$ cat config.mk
export PLATFORM = sky130hd
export DESIGN_NAME = avr_addr_loader_flat
export DESIGN_NICKNAME = d
export VERILOG_FILES = /design/src/rtl/avr_addr_loader_if.sv /design/src/rtl/avr_addr_loader.sv /design/src/flat_wrapper.sv
export SDC_FILE = /design/constraint.sdc
export NUM_CORES = 1
export LEC_CHECK = 0
export CELL_PAD_IN_SITES_DETAIL_PLACEMENT = 1
export CELL_PAD_IN_SITES_GLOBAL_PLACEMENT = 1
export CORE_MARGIN = 4
export CORE_UTILIZATION = 38
export CTS_CLUSTER_DIAMETER = 40
export CTS_CLUSTER_SIZE = 12
export DETAILED_ROUTE_END_ITERATION = 6
export PLACE_DENSITY_LB_ADDON = 0.1
export SYNTH_ARGS = -nofsm -noshare
export SYNTH_HDL_FRONTEND = slang
export SYNTH_SLANG_ARGS = --single-unit
$ cat constraint.sdc
create_clock -name clk -period 1.8 [get_ports clk]
set_input_delay 0.18 -clock clk [delete_from_list [all_inputs] [get_ports clk]]
set_output_delay 0.18 -clock clk [all_outputs]
set_load 0.01 [all_outputs]
$ cat src/rtl/avr_addr_loader_if.sv
// rtl/avr_addr_loader_if.sv - AVR serial address link and committed-address outputs
interface avr_addr_loader_if #(
    parameter int ADDR_W = 21
);
    logic              avr_si;
    logic              avr_sclk;
    logic              avr_sreg_en;
    logic              avr_counter;
    logic [ADDR_W-1:0] addr;
    logic              addr_valid;
    logic              busy;
    logic              frame_err;

    modport master (
        output avr_si, avr_sclk, avr_sreg_en, avr_counter,
        input  addr, addr_valid, busy, frame_err
    );

    modport slave (
        input  avr_si, avr_sclk, avr_sreg_en, avr_counter,
        output addr, addr_valid, busy, frame_err
    );
endinterface

$ cat src/rtl/avr_addr_loader.sv
// rtl/avr_addr_loader.sv - serial SRAM address loader with post-increment for the AVR bus FSM
module avr_addr_loader #(
    parameter int ADDR_W      = 21,
    parameter int SYNC_STAGES = 2
) (
    input logic             clk,
    input logic             reset,
    avr_addr_loader_if.slave bus
);
    localparam int CNT_W = $clog2(ADDR_W + 2);
    localparam logic [CNT_W-1:0] CNT_MAX  = CNT_W'(ADDR_W + 1);
    localparam logic [CNT_W-1:0] CNT_FULL = CNT_W'(ADDR_W);
    localparam logic [CNT_W-1:0] CNT_ONE  = CNT_W'(1);
    localparam logic [ADDR_W-1:0] ADDR_ONE = ADDR_W'(1);

    typedef enum logic [1:0] {
        IDLE   = 2'd0,
        SHIFT  = 2'd1,
        COMMIT = 2'd2
    } state_t;

    state_t state;

    logic [SYNC_STAGES-1:0] si_sync;
    logic [SYNC_STAGES-1:0] sclk_sync;
    logic [SYNC_STAGES-1:0] en_sync;
    logic [SYNC_STAGES-1:0] cnt_sync;
    logic                   sclk_hist;
    logic                   en_hist;
    logic                   cnt_hist;

    logic [ADDR_W-1:0] shift_buf;
    logic [CNT_W-1:0]  bit_cnt;
    logic [ADDR_W-1:0] addr_q;
    logic              addr_valid_q;
    logic              busy_q;
    logic              frame_err_q;

    logic si_s;
    logic sclk_s;
    logic en_s;
    logic cnt_s;
    logic sclk_rise;
    logic en_fall;
    logic en_rise;
    logic cnt_fall;

    assign si_s   = si_sync[SYNC_STAGES-1];
    assign sclk_s = sclk_sync[SYNC_STAGES-1];
    assign en_s   = en_sync[SYNC_STAGES-1];
    assign cnt_s  = cnt_sync[SYNC_STAGES-1];

    assign sclk_rise = sclk_s & ~sclk_hist;
    assign en_fall   = ~en_s & en_hist;
    assign en_rise   = en_s & ~en_hist;
    assign cnt_fall  = ~cnt_s & cnt_hist;

    // Synchronizers reset to the inactive level of each AVR line so reset never fakes an edge.
    always_ff @(posedge clk) begin
        if (reset) begin
            si_sync   <= '0;
            sclk_sync <= '0;
            en_sync   <= '1;
            cnt_sync  <= '1;
            sclk_hist <= 1'b0;
            en_hist   <= 1'b1;
            cnt_hist  <= 1'b1;
        end else begin
            si_sync   <= {si_sync[SYNC_STAGES-2:0], bus.avr_si};
            sclk_sync <= {sclk_sync[SYNC_STAGES-2:0], bus.avr_sclk};
            en_sync   <= {en_sync[SYNC_STAGES-2:0], bus.avr_sreg_en};
            cnt_sync  <= {cnt_sync[SYNC_STAGES-2:0], bus.avr_counter};
            sclk_hist <= sclk_s;
            cnt_hist  <= cnt_s;
            // Freezing the enable history through COMMIT keeps a new frame-open edge pending for IDLE.
            if (state != COMMIT) begin
                en_hist <= en_s;
            end
        end
    end

    always_ff @(posedge clk) begin
        if (reset) begin
            state        <= IDLE;
            shift_buf    <= '0;
            bit_cnt      <= '0;
            addr_q       <= '0;
            addr_valid_q <= 1'b0;
            busy_q       <= 1'b0;
            frame_err_q  <= 1'b0;
        end else begin
            case (state)
                IDLE: begin
                    if (en_fall) begin
                        state     <= SHIFT;
                        shift_buf <= '0;
                        bit_cnt   <= '0;
                        busy_q    <= 1'b1;
                    end else if (cnt_fall) begin
                        addr_q <= addr_q + ADDR_ONE;
                    end
                end
                SHIFT: begin
                    if (sclk_rise) begin
                        shift_buf <= {shift_buf[ADDR_W-2:0], si_s};
                        if (bit_cnt != CNT_MAX) begin
                            bit_cnt <= bit_cnt + CNT_ONE;
                        end
                    end
                    if (en_rise) begin
                        state <= COMMIT;
                    end
                end
                COMMIT: begin
                    if (bit_cnt == CNT_FULL) begin
                        addr_q       <= shift_buf;
                        addr_valid_q <= 1'b1;
                        frame_err_q  <= 1'b0;
                    end else begin
                        frame_err_q  <= 1'b1;
                    end
                    busy_q <= 1'b0;
                    state  <= IDLE;
                end
                default: begin
                    state  <= IDLE;
                    busy_q <= 1'b0;
                end
            endcase
        end
    end

    assign bus.addr       = addr_q;
    assign bus.addr_valid = addr_valid_q;
    assign bus.busy       = busy_q;
    assign bus.frame_err  = frame_err_q;
endmodule

$ cat src/flat_wrapper.sv
// flat-port wrapper written by rule: the top's interface ports become plain ports
module avr_addr_loader_flat 
#(
    parameter int ADDR_W      = 21,
    parameter int SYNC_STAGES = 2
)
  (clk, reset, bus_avr_si, bus_avr_sclk, bus_avr_sreg_en, bus_avr_counter, bus_addr, bus_addr_valid, bus_busy, bus_frame_err);
  avr_addr_loader_if #(.ADDR_W(ADDR_W)) bus_i ();
  input logic clk;
  input logic reset;
  input wire logic [$bits(bus_i.avr_si)-1:0] bus_avr_si;
  input wire logic [$bits(bus_i.avr_sclk)-1:0] bus_avr_sclk;
  input wire logic [$bits(bus_i.avr_sreg_en)-1:0] bus_avr_sreg_en;
  input wire logic [$bits(bus_i.avr_counter)-1:0] bus_avr_counter;
  output wire logic [$bits(bus_i.addr)-1:0] bus_addr;
  output wire logic [$bits(bus_i.addr_valid)-1:0] bus_addr_valid;
  output wire logic [$bits(bus_i.busy)-1:0] bus_busy;
  output wire logic [$bits(bus_i.frame_err)-1:0] bus_frame_err;
  assign bus_i.avr_si = bus_avr_si;
  assign bus_i.avr_sclk = bus_avr_sclk;
  assign bus_i.avr_sreg_en = bus_avr_sreg_en;
  assign bus_i.avr_counter = bus_avr_counter;
  assign bus_addr = bus_i.addr;
  assign bus_addr_valid = bus_i.addr_valid;
  assign bus_busy = bus_i.busy;
  assign bus_frame_err = bus_i.frame_err;
  avr_addr_loader #(.ADDR_W(ADDR_W), .SYNC_STAGES(SYNC_STAGES)) u_core (.clk(clk), .reset(reset), .bus(bus_i));
endmodule
==> results.ini, run 1 <==
[worst_setup_path]
path_cells = and4_1 > nand2_1 > or4_1 > or4_4 > a31oi_4
slowest_delay_ps = 450
cp-start-kind = flip-flop
endpoint_kind = flip-flop
cp_max_fo = 4
required_ps = 2060
arrival_ps = 2030
slowest_stage = or4_4
path_class = flip-flop to flip-flop

[placed_design]
gp_congestion = 0.7799
port_buffers = 29
dpl_worst_slack_ps = -86.18
dp_hpwl_um = 6073
dp.cells = 498

[grt]
grt_usage = 0.2184
grt_pass1_vias = 2942
grt_pass1_wl_um = 15420
grt_max_degree = 61
grt_antenna_before_repair = 0
overflow = 0

[logic_synthesis]
yosysSeqAreaShare = 0.4319
synth-edff-count = 0
synth_cells = 359
yosysTopAreaCell = dfxtp_1
synth_top_area_frac = 0.4319
avgSynthCellArea_um2 = 8.135
yosys-top-cells-area = dfxtp_1 43%, nand2_1 6.8%, a21oi_1 6.3%, nand3_1 5.1%, clkbuf_1 2.7%
synth_area_um2 = 2920
yosysWarnings = 0
synthArstFlopShare = 0
synth_nets = 369
ys.flop_type = dfxtp_1
synth_seq_cells = 63
synth.distinct_cells = 49

[drt]
first_pass_iters = 4
routed_via_density = 5.573
ant_nets = 0
wl_per_cell_um = 18.54
drt_iter0_markers = 147
wirelength_um = 9583
route.detailed.drc = 0
vias = 2881

[floorplan]
die_w_um = 95.67
rows = 31
start_util = 0.3963
coreArea_um2 = 7370
ios = 30
dieArea_um2 = 9152
fp.dieH_um = 95.67

[clock_tree]
cts_buffers = 9
cts_tree = built
cts.reportedPaths.clkPinSlew_ps = 80
clkLatencyLatePin_ps = 340
clockBufferDepth = 2
htreeDepth = 3
cts.sinks = 63
cts-root-buf = clkbuf_8

[power]
p_leak_nw = 1.370
internal-power_mw = 2.596
clkPwrFrac = 0.498
p_per_area_nw_per_um2 = 862.7
seq_power_share = 0.431
power.switching_mw = 0.7815
pwr-share-comb = 0.071
power.share.switching = 0.2314
vdd_drop_max_mv = 0.4139

[min_path]
hold_class = input port to flip-flop

[job]
max_cap_viol_count = 0

[sta]
timing.fmax_mhz = 564.6
min_period_ps = 1771
slew_headroom = 0.5703
tightest_slew_ps = 644.5
finalClockSkew_ps = 8.397
fin_setup_tns_ps = 0
drv_slew = 0
setup_viol = 0
timing_hold_violations_final = 0
post-route-worst-setup-slack_ps = 28.82
rsz0062_at_grt = yes
period_share = 0.9840

[cells_and_area]
final_nets = 423
final_cell_count_no_fill = 517
antenna_cells = 0
drive_gt1_frac = 0.2249
areaGrowthSynthToFinish_pct = 34.06

[run_status]
status = complete, no violations

power groups by stage:
stage	registers [mW]	logic, mW	clock network (mW)
2_1_floorplan	1.48	0.109	0
3_3_place_gp	1.48	0.214	0
3_5_place_dp	1.48	0.219	0
4_1_cts	1.45	0.224	1.69
5_1_grt	1.46	0.259	1.76
6_report	1.46	0.238	1.68
through the flow:
stage,power [mW],util,hold WS [ps],cell area [um^2]
after floorplan,1.594,-,283.8,2925
after global placement,1.698,0.4778,397.8,3521
after detailed placement,1.704,0.4778,401.5,3521
after CTS,3.370,0.5178,293.9,3816
after global routing,3.478,0.5312,313.5,3915
final,3.378,0.5312,302.7,3915
area by class of cell:
cell class / count / area [um^2]
tap: 99 / 123.9
timing repair buffer: 73 / 643.1
fill: 895 / 3455
clock inverter: 7 / 145.1
sequential: 63 / 1275
multi-input combinational: 261 / 1585
inverter: 5 / 18.77
clock buffer: 9 / 123.9
per-layer routing:
metal / vias to the layer above / routed length, um / part of all wire / GRT usage
li1: 1396 / - / - / -
met1: 1414 / 4441 / 0.46 / 0.2918
met2: 62 / 4550 / 0.47 / 0.3544
met3: 9 / 492 / 0.051 / 0.03867
met4: 0 / 98 / 0.010 / 0.07346
met5: - / 0 / 0 / 0
cell usage in the layout, fill, tap and decap left out, drive strengths merged, types with 3 or more instances in the layout:
cell	instances
nor3	4
and2	6
ha	4
nand4	7
nand3	30
nor4b	4
buf	45
a21oi	37
nor4	3
xor2	3
o211ai	7
nand2	53
o31ai	7
or2	6
mux2i	5
o21ai	11
a31oi	6
dfxtp	63
nor2	18
bufinv	4
and4	5
inv	5
and3	5
clkbuf	9
clkdlybuf4s50	28
or4	4
nor2b	7
state kept, by name (all words and copies together) (netlist names):
register and cells:
u_core.bit_cnt 5, u_core.bus.addr 21, u_core.bus.addr_valid 1, u_core.bus.busy 1, u_core.bus.frame_err 1, u_core.cnt_hist 1, u_core.cnt_sync 2, u_core.en_hist 1
u_core.en_sync 2, u_core.sclk_hist 1, u_core.sclk_sync 2, u_core.shift_buf 21, u_core.si_sync 2, u_core.state 2
timing repair:
action                                  CTS  global route
pin swaps                                 3             2
endpoints found under the setup margin   33            35
gates cloned                              0             1
gates resized for setup                   6            25
hold buffers                              0             0
buffers inserted                          1             1
kinds of logic after synthesis:
family,synth area share
fa+ha+maj,0.01714
buf+inv,0.05184
simple gates,0.2845
mux,0.01714
flops,0.4319
xor+xnor,0.008999
compound gates,0.1885
cell usage after synthesis, drive strengths merged (4+ instances only):
| cell | count |
|---|---|
| ha | 4 |
| nand4 | 7 |
| buf | 9 |
| a21oi | 37 |
| nand3 | 30 |
| nor2 | 18 |
| o31ai | 7 |
| nand2 | 53 |
| and4 | 5 |
| and2 | 6 |
| clkbuf | 21 |
| o211ai | 7 |
| a31oi | 6 |
| or2 | 6 |
| nor2b | 7 |
| mux2i | 5 |
| inv | 5 |
| o21ai | 11 |
| nor4b | 4 |
| and3 | 5 |
| nor3 | 4 |
| or4 | 4 |
| dfxtp | 63 |
path summary, 6_finish.rpt:
| path | startpoint | end | slack, ps | cells past startpoint |
|---|---|---|---|---|
| hold / removal | reset | u_core.en_hist | 300 | 4 |
| setup / recovery | u_core.bus.addr[10] | u_core.bus.addr[15] | 30 | 5 |
| hold reg to reg | u_core.en_sync[0] | u_core.en_sync[1] | 420 | 1 |
| setup reg to reg | u_core.bus.addr[10] | u_core.bus.addr[15] | 30 | 5 |
critical path: cells and delay by family (launching register included):
family / cells / cell delay, ps
AND/OR/NAND/NOR: 4 / 1190
flip-flops: 1 / 370
AO/OA/AOI/OAI: 1 / 140
Note: power is estimated with default switching activity, not from simulation.
==> inputs of run 2 (changes only) <==
--- a/config.mk
+++ b/config.mk
@@ -5,6 +5,7 @@
 export SDC_FILE = /design/constraint.sdc
 export NUM_CORES = 1
 export LEC_CHECK = 0
+export CAP_MARGIN = 25
 export CELL_PAD_IN_SITES_DETAIL_PLACEMENT = 1
 export CELL_PAD_IN_SITES_GLOBAL_PLACEMENT = 1
 export CORE_MARGIN = 4
==> results of run 2 <==
Same layout as run 1: the final DEF is identical, and so are final timing and power.
